[config.mk]
export PLATFORM = sky130hd
export DESIGN_NAME = cache_mem_arbiter
export DESIGN_NICKNAME = d
export VERILOG_FILES = /design/src/rtl/cpu_types_pkg.sv /design/src/rtl/diaosi_types_pkg.sv /design/src/rtl/iprefetch_buf.sv /design/src/rtl/cache_mem_arbiter.sv
export SDC_FILE = /design/constraint.sdc
export NUM_CORES = 1
export LEC_CHECK = 0
export ABC_AREA = 1
export ABC_CLOCK_PERIOD_IN_PS = 4000
export CORE_AREA = 2 2 103 105
export DETAILED_ROUTE_END_ITERATION = 6
export DIE_AREA = 0 0 105 107
export HOLD_SLACK_MARGIN = 0.03
export PLACE_DENSITY = 0.69
export SLEW_MARGIN = 20
export SYNTH_ARGS = -nofsm -noshare
export SYNTH_HDL_FRONTEND = slang
export SYNTH_SLANG_ARGS = --single-unit
export TNS_END_PERCENT = 1
[constraint.sdc]
create_clock -name CLK -period 4 [get_ports CLK]
set_clock_uncertainty 0.1 [all_clocks]
set_input_delay 1 -clock CLK [delete_from_list [all_inputs] [get_ports CLK]]
set_output_delay 1 -clock CLK [all_outputs]
set_load 0.1 [all_outputs]
[src/rtl/cpu_types_pkg.sv]
// rtl/cpu_types_pkg.sv - shared CPU word and RAM handshake types
//
// word_t     : 32-bit machine word
// ramstate_t : RAM status reported back to the arbiter each cycle
package cpu_types_pkg;

    typedef logic [31:0] word_t;

    typedef enum logic [1:0] {
        FREE   = 2'd0,
        BUSY   = 2'd1,
        ACCESS = 2'd2,
        ERROR  = 2'd3
    } ramstate_t;

endpackage

[src/rtl/diaosi_types_pkg.sv]
// rtl/diaosi_types_pkg.sv - memory arbiter state encoding and constants
//
// Optional feature macro: MEMARB_IPREFETCH_EN adds the ARB_PF state.
package diaosi_types_pkg;
    import cpu_types_pkg::*;

    // Byte distance between consecutive instruction words.
    localparam word_t IADDR_STEP = 32'd4;

`ifdef MEMARB_IPREFETCH_EN
    typedef enum logic [1:0] {
        ARB_IDLE = 2'd0,
        ARB_DACC = 2'd1,
        ARB_IACC = 2'd2,
        ARB_PF   = 2'd3
    } memarb_state_t;
`else
    typedef enum logic [1:0] {
        ARB_IDLE = 2'd0,
        ARB_DACC = 2'd1,
        ARB_IACC = 2'd2
    } memarb_state_t;
`endif

endpackage

[src/rtl/iprefetch_buf.sv]
// rtl/iprefetch_buf.sv - one-entry sequential instruction prefetch buffer
//
// Used only when MEMARB_IPREFETCH_EN is defined.
// Ports:
//   CLK, nRST   : clock, asynchronous active-low reset
//   start       : begin a new prefetch of start_addr (entry becomes invalid)
//   fill        : prefetch read completed, capture fill_data and mark valid
//   wr_done     : a data write completed to wr_addr (invalidates on match)
//   lookup_addr : instruction address compared against the entry
//   hit         : entry valid and lookup_addr matches
//   pf_addr     : address of the entry (also the address being prefetched)
//   pf_data     : captured instruction word
module iprefetch_buf
    import cpu_types_pkg::*;
(
    input  logic  CLK,
    input  logic  nRST,
    input  logic  start,
    input  word_t start_addr,
    input  logic  fill,
    input  word_t fill_data,
    input  logic  wr_done,
    input  word_t wr_addr,
    input  word_t lookup_addr,
    output logic  hit,
    output word_t pf_addr,
    output word_t pf_data
);

    logic pf_valid;

    // start, fill and wr_done come from mutually exclusive arbiter states,
    // so the priority order below only matters for robustness.
    always_ff @(posedge CLK or negedge nRST) begin
        if (!nRST) begin
            pf_addr  <= '0;
            pf_data  <= '0;
            pf_valid <= 1'b0;
        end else if (start) begin
            pf_addr  <= start_addr;
            pf_valid <= 1'b0;
        end else if (fill) begin
            pf_data  <= fill_data;
            pf_valid <= 1'b1;
        end else if (wr_done && (wr_addr == pf_addr)) begin
            pf_valid <= 1'b0;
        end
    end

    assign hit = pf_valid && (lookup_addr == pf_addr);

endmodule

[src/rtl/cache_mem_arbiter.sv]
// rtl/cache_mem_arbiter.sv - icache/dcache to single-port RAM arbiter
//
// Optional feature macro: MEMARB_IPREFETCH_EN (one-entry instruction prefetch).
// Ports:
//   CLK, nRST           : clock, asynchronous active-low reset
//   iREN, iaddr         : icache read request and word address
//   iwait, iload        : icache completion (0 = done this cycle) and data
//   dREN, dWEN          : dcache read / write request
//   daddr, dstore       : dcache address and write data
//   dwait, dload        : dcache completion and read data
//   ramREN, ramWEN      : RAM strobes
//   ramaddr, ramstore   : RAM address and write data
//   ramload, ramstate   : RAM read data and status
module cache_mem_arbiter
    import cpu_types_pkg::*;
    import diaosi_types_pkg::*;
(
    input  logic      CLK,
    input  logic      nRST,
    input  logic      iREN,
    input  word_t     iaddr,
    output logic      iwait,
    output word_t     iload,
    input  logic      dREN,
    input  logic      dWEN,
    input  word_t     daddr,
    input  word_t     dstore,
    output logic      dwait,
    output word_t     dload,
    output logic      ramREN,
    output logic      ramWEN,
    output word_t     ramaddr,
    output word_t     ramstore,
    input  word_t     ramload,
    input  ramstate_t ramstate
);

    memarb_state_t state, state_next;
    logic          dreq;

    assign dreq = dREN | dWEN;

`ifdef MEMARB_IPREFETCH_EN
    logic  pf_hit;
    logic  pf_start;
    logic  pf_fill;
    logic  pf_wr_done;
    word_t pf_addr;
    word_t pf_data;

    assign pf_wr_done = (state == ARB_DACC) && dWEN && (ramstate == ACCESS);

    iprefetch_buf u_iprefetch_buf (
        .CLK         (CLK),
        .nRST        (nRST),
        .start       (pf_start),
        .start_addr  (iaddr + IADDR_STEP),
        .fill        (pf_fill),
        .fill_data   (ramload),
        .wr_done     (pf_wr_done),
        .wr_addr     (daddr),
        .lookup_addr (iaddr),
        .hit         (pf_hit),
        .pf_addr     (pf_addr),
        .pf_data     (pf_data)
    );
`endif

    always_ff @(posedge CLK or negedge nRST) begin
        if (!nRST) begin
            state <= ARB_IDLE;
        end else begin
            state <= state_next;
        end
    end

    always_comb begin
        state_next = state;
        iwait      = 1'b1;
        iload      = '0;
        dwait      = 1'b1;
        dload      = '0;
        ramREN     = 1'b0;
        ramWEN     = 1'b0;
        ramaddr    = '0;
        ramstore   = '0;
`ifdef MEMARB_IPREFETCH_EN
        pf_start   = 1'b0;
        pf_fill    = 1'b0;
`endif
        case (state)
            ARB_IDLE: begin
                if (dreq) begin
                    state_next = ARB_DACC;
                end
`ifdef MEMARB_IPREFETCH_EN
                // A buffer hit completes without touching RAM and
                // immediately starts fetching the following word.
                else if (iREN && pf_hit) begin
                    iwait      = 1'b0;
                    iload      = pf_data;
                    pf_start   = 1'b1;
                    state_next = ARB_PF;
                end
`endif
                else if (iREN) begin
                    state_next = ARB_IACC;
                end
            end

            ARB_DACC: begin
                // Requester withdrew: strobes stay low, nothing completes.
                if (!dreq) begin
                    state_next = ARB_IDLE;
                end else begin
                    ramREN   = dREN;
                    ramWEN   = dWEN;
                    ramaddr  = daddr;
                    ramstore = dstore;
                    if (ramstate == ACCESS) begin
                        dwait      = 1'b0;
                        dload      = ramload;
                        state_next = ARB_IDLE;
                    end else if (ramstate == ERROR) begin
                        // Re-arbitrate; the held request is retried.
                        state_next = ARB_IDLE;
                    end
                end
            end

            ARB_IACC: begin
                if (!iREN) begin
                    state_next = ARB_IDLE;
                end else begin
                    ramREN  = 1'b1;
                    ramaddr = iaddr;
                    if (ramstate == ACCESS) begin
                        iwait      = 1'b0;
                        iload      = ramload;
                        state_next = ARB_IDLE;
`ifdef MEMARB_IPREFETCH_EN
                        if (!dreq) begin
                            pf_start   = 1'b1;
                            state_next = ARB_PF;
                        end
`endif
                    end else if (ramstate == ERROR) begin
                        state_next = ARB_IDLE;
                    end
                end
            end

`ifdef MEMARB_IPREFETCH_EN
            ARB_PF: begin
                // Data traffic always wins; an aborted prefetch stays invalid.
                if (dreq) begin
                    state_next = ARB_IDLE;
                end else begin
                    ramREN  = 1'b1;
                    ramaddr = pf_addr;
                    if (ramstate == ACCESS) begin
                        pf_fill    = 1'b1;
                        state_next = ARB_IDLE;
                    end else if (ramstate == ERROR) begin
                        state_next = ARB_IDLE;
                    end
                end
            end
`endif

            default: begin
                state_next = ARB_IDLE;
            end
        endcase
    end

endmodule

==> Yosys cells after proc, flatten, opt, wreduce, memory -nomap -nowiden <==
Cells that the tools add are included.
{ "classes": {"n_reduce_logical": 1, "bitwise": 1, "n_eq_ne": 5, "n_mux": 27} }
{ "op_table": {"columns": ["cell", "n"], "rows": [
  ["$mux 32", 9],
  ["$pmux 32 s2", 1],
  ["$mux 2", 6],
  ["$mux 1", 9],
  ["$eq 2x2->1 const B", 3],
  ["$pmux 2 s3", 1],
  ["$ne 3x3->1 const B", 1],
  ["$eq 2x1->1 const B", 1],
  ["$logic_not 2->1", 1],
  ["$pmux 1 s2", 1],
  ["$or 1x1->1", 1]
]} }
{ "totals": {"register_bits": 2, "elab_cells": 35, "out_inout_bits": 132, "inputBits": 135} }

==> Depth between registers and ports, before layout <==
{ "logic_depth": {"word_depth": 5, "depth_mapped": 8, "depth_no_buf": 8} }

==> Least setup slack after synthesis <==
No wires, ideal clock.
{ "synth_path": {"path_kind": "input to output", "start": "input iREN", "end": "output ramaddr[0]", "path_buffers": 1, "arrival_ns": 2.883, "path_slack_ns": 0.017, "cell_stages": 5, "cell_sequence": "nand2_1 > inv_2 > buf_2 > nand2_1 > a21oi_1"} }
{ "synth_via": {"elab_chain_cells": 2} }
{ "synth_rtl": {"columns": ["element", "line_no", "rtl"], "rows": [
  ["start, declared", "cache_mem_arbiter.sv:20", "input logic iREN,"],
  ["$mux 32", "cache_mem_arbiter.sv:132", "if (!iREN) begin"],
  ["$pmux 32 s2", "cache_mem_arbiter.sv:91", "case (state)"],
  ["end, declared", "cache_mem_arbiter.sv:32", "output word_t ramaddr,"]
]} }
Every way passes these cells.

==> Worst setup path in the final report <==
{ "layout_path": {"start": "input dWEN", "end": "output ramaddr[24]"} }
{ "layout_via": {"elab_chain_cells": 3} }
{ "layout_rtl": {"columns": ["element", "line_no", "rtl"], "rows": [
  ["start, declared", "cache_mem_arbiter.sv:25", "input logic dWEN,"],
  ["$or 1x1->1", "cache_mem_arbiter.sv:41", "assign dreq = dREN | dWEN;"],
  ["$mux 32", "cache_mem_arbiter.sv:113", "if (!dreq) begin"],
  ["$pmux 32 s2", "cache_mem_arbiter.sv:91", null]
]} }
Every way passes these cells.

==> PnR_summary.wiki <==
{| class="wikitable"
! Metric !! Value
|-
| TritonRoute pass-1 iters || 4
|-
| Class of the most critical hold timing path || reg2reg
|-
| Number of flip-flops under the largest register name || 2
|-
| Setup repair after global routing missed its margin || false
|-
| Worst Hold Endpoint || state[0]
|-
| NumNets Final || 713
|-
| Transition time of the tightest slew-check pin || 629 ps
|-
| Biggest registers after layout || state x2
|-
| Per-instance average area after synthesis || 4.59 sq um
|-
| Status || complete, no violations
|-
| Number of enable flip-flop cells after synthesis || 0
|-
| Fmax || 0.262 GHz
|-
| Worst Hold Slack || 457 ps
|-
| Number of I/O pins || 267
|-
| Final setup violating endpoints || 0
|-
| Clock insertion delay at the later pin of the skew report || 220 ps
|-
| Clock root buffer || sky130_fd_sc_hd__clkbuf_8
|-
| Multiplexer share of the synthesized area || 0%
|-
| Endpoint class of the critical path || primary output
|-
| Cell area after synthesis || 1450 sq um
|-
| Number of buffers created by CTS || 3
|-
| Global-route wire length before repair || 15.4 mm
|-
| Floorplan Core Area || 10,100 sq um
|-
| Share of synthesized area occupied by flip-flops and latches || 3.44%
|-
| Post-route clock period utilization || 95.3%
|-
| Total DRC errors in the routed layout || 0
|-
| Design Power || 3.27 mW
|-
| Die area || 11,200 sq um
|-
| Syn Nets || 456
|-
| Number of antenna violations at the first check in global routing || 0
|-
| Tmin final || 3810 ps
|-
| Clock H-tree levels || 1
|-
| Resized cells post-CTS || 0
|-
| Number of filler instances in the final layout || 926
|-
| Synthesized instance count || 317
|-
| DRC violation total after the first TritonRoute iteration || 171
|-
| Cell types with the largest area share after synthesis || sky130_fd_sc_hd__nor2_1, sky130_fd_sc_hd__nand2_1, sky130_fd_sc_hd__inv_1
|-
| CP Data Arrival Time || 2710 ps
|-
| Clock-pin transition on the worst setup and hold timing paths || 30 ps
|-
| Largest register by flop count || state
|-
| Congestion Overflow GR || 0
|-
| Worst voltage drop across the vdd grid || 0.407 mV
|-
| Die span in y || 107 um
|-
| Number of warnings issued by yosys || 0
|-
| Final number of max-transition violations || 0
|-
| Global placement routability congestion || 0.898
|-
| Number of placed cells counting well taps || 705
|-
| Critical R2R Launch || state[1]
|-
| Nature of the critical path startpoint || primary input
|-
| Vias in the first global route || 2,879
|-
| Most frequent cell after synthesis || sky130_fd_sc_hd__nor2_1
|-
| Headroom to the max-slew limit || 57.9%
|-
| Post-route non-filler standard cell count || 708
|-
| Ys flop type || sky130_fd_sc_hd__dfrtp_1
|-
| List of most frequent post-synthesis cells || sky130_fd_sc_hd__nor2_1, sky130_fd_sc_hd__nand2_1, sky130_fd_sc_hd__inv_1, sky130_fd_sc_hd__a21oi_1, sky130_fd_sc_hd__buf_6
|-
| Clock tree from TritonCTS || built
|-
| Starting utilization of the core area || 14.4%
|-
| Die width || 105 um
|-
| Fraction of the mapped netlist area in simple logic gates || 50.9%
|-
| Total Routed Length || 10.2 mm
|-
| Synth Area in Compound Gates || 11.7%
|-
| Combinational family with the most area after synthesis || simple AND/OR/NAND/NOR gates
|-
| Diode insertion count for antenna repair || 0
|-
| FF+latch count, synth || 2
|-
| Detailed-route wire length per cell || 14.4 um
|-
| Share of post-route cells with drive strength above 1 || 27.1%
|-
| Largest fanout of any net on the critical path || 18
|-
| I/O Buffers || 266
|-
| Hold_sp || state[0]
|-
| Number of rows in the core area || 37
|-
| Share of the synthesized area in the top cell type || 23.2%
|-
| Total power density per cell area || 593 nW/um^2
|-
| Post-detailed-route count of antenna-violating nets || 0
|-
| Leakage power figure || 2.50 nW
|-
| Largest net degree at the start of global routing || 34
|-
| Fraction of registers with async set or reset after synthesis || 100%
|-
| Total via count in the routed design || 2,837
|-
| Post-CTS setup repair buffer count || 0
|-
| Via density per instance || 4.01
|-
| XOR/XNOR share of the synthesized area || 0%
|-
| Cell taking the most area after synthesis || sky130_fd_sc_hd__nor2_1
|-
| Total negative setup slack || 0 ps
|-
| Adder-cell area share of the yosys netlist || 3.44%
|-
| DP HPWL || 8.78 mm
|-
| Critical Setup Path Class || in2out
|-
| Hold Violations, Final || 0
|-
| Number of distinct library cell variants in the gate-level netlist after synthesis || 17
|-
| Number of max-cap violations || 0
|-
| Hold Path Cell Cnt || 2
|-
| Worst setup slack for register-to-register paths || 2610 ps
|-
| Data required, critical path || 2900 ps
|-
| Worst r2r dst || state[1]
|-
| Area Growth Syn to Fin || 280%
|-
| Global router's overall resource usage || 17.0%
|-
| Maximum root-to-sink buffer count || 2
|-
| CTS Sinks || 2
|-
| R2r worst-path depth || 8
|-
| Hold-fix buffers, CTS || 0
|}
-- area by class of cell --
cell class	instances	area, sq um	area share [%]
Clock buffer	3	41.3	0.748
Inverter	75	282	5.10
Multi-Input combinational cell	222	961	17.4
Sequential cell	2	50.0	0.907
Tap cell	136	170	3.08
Timing Repair Buffer	270	4010	72.7
-- routing by layer --
layer / share of wire [%] / vias up / global-route usage [%] / wire length, um
met3: 8.1 / 21 / 4.13 / 825
met2: 56 / 149 / 34.6 / 5720
met4: 2.7 / 0 / 5.62 / 279
met1: 33 / 1261 / 16.5 / 3360
li1: - / 1406 / - / -
met5: 0 / - / 0 / 0
-- worst max-delay path, stage by stage --
cell	delay, ps
sky130_fd_sc_hd__clkdlybuf4s50_1	500
sky130_fd_sc_hd__nand2_1	120
sky130_fd_sc_hd__nand2_4	220
sky130_fd_sc_hd__buf_4	270
sky130_fd_sc_hd__nand2_1	70
sky130_fd_sc_hd__a21oi_1	290
sky130_fd_sc_hd__buf_12	220
-- cell families (layout without fill, tap and decap cells) --
family,after synthesis,in the layout
compound gates,34,34
flops,2,2
simple gates,184,184
buf+inv,93,348
fa+ha+maj,4,4
-- worst max-delay path by stage --
stage / from / end / cells past startpoint
2_1_floorplan: iREN / ramaddr[0] / 5
3_3_place_gp: dWEN / dload[21] / 6
3_5_place_dp: dWEN / ramaddr[24] / 7
4_1_cts: dWEN / ramaddr[24] / 7
5_1_grt: ramstate[1] / iload[14] / 6
6_report: dWEN / ramaddr[24] / 7
-- cells in the final DEF, fill, tap and decap left out --
cell type and n:
sky130_fd_sc_hd__inv_1 72, sky130_fd_sc_hd__nor2_2 9, sky130_fd_sc_hd__a21oi_1 33, sky130_fd_sc_hd__clkdlybuf4s50_1 134
sky130_fd_sc_hd__dfrtp_1 2, sky130_fd_sc_hd__nand2_4 2, sky130_fd_sc_hd__ha_1 4, sky130_fd_sc_hd__o21ai_0 1
sky130_fd_sc_hd__nand2_2 1, sky130_fd_sc_hd__buf_12 132, sky130_fd_sc_hd__nand2_1 79, sky130_fd_sc_hd__nand3_1 2
sky130_fd_sc_hd__nor2_4 1, sky130_fd_sc_hd__buf_4 4, sky130_fd_sc_hd__clkbuf_8 3, sky130_fd_sc_hd__nor2_1 90
sky130_fd_sc_hd__inv_2 3
-- stage by stage --
| stage | cell area, sq um | utilization [%] | worst slack [ps] |
|---|---|---|---|
| 2_1_floorplan | 1450 | - | 17.4 |
| 3_3_place_gp | 5480 | 54.3 | 223 |
| 3_5_place_dp | 5480 | 54.3 | 209 |
| 4_1_cts | 5520 | 54.7 | 191 |
| 5_1_grt | 5520 | 54.7 | 75.8 |
| 6_report | 5520 | 54.7 | 187 |
-- power breakdown --
| part | switching (mW) | leakage (nW) | internal (mW) |
|---|---|---|---|
| Clock | 0.0192 | 0.0216 | 0.0639 |
| Sequential | 0.00926 | 0.0255 | 0.0284 |
| Combinational | 2.15 | 2.45 | 1.00 |
| Total | 2.18 | 2.50 | 1.09 |
Power figures use the tool's default switching activity.
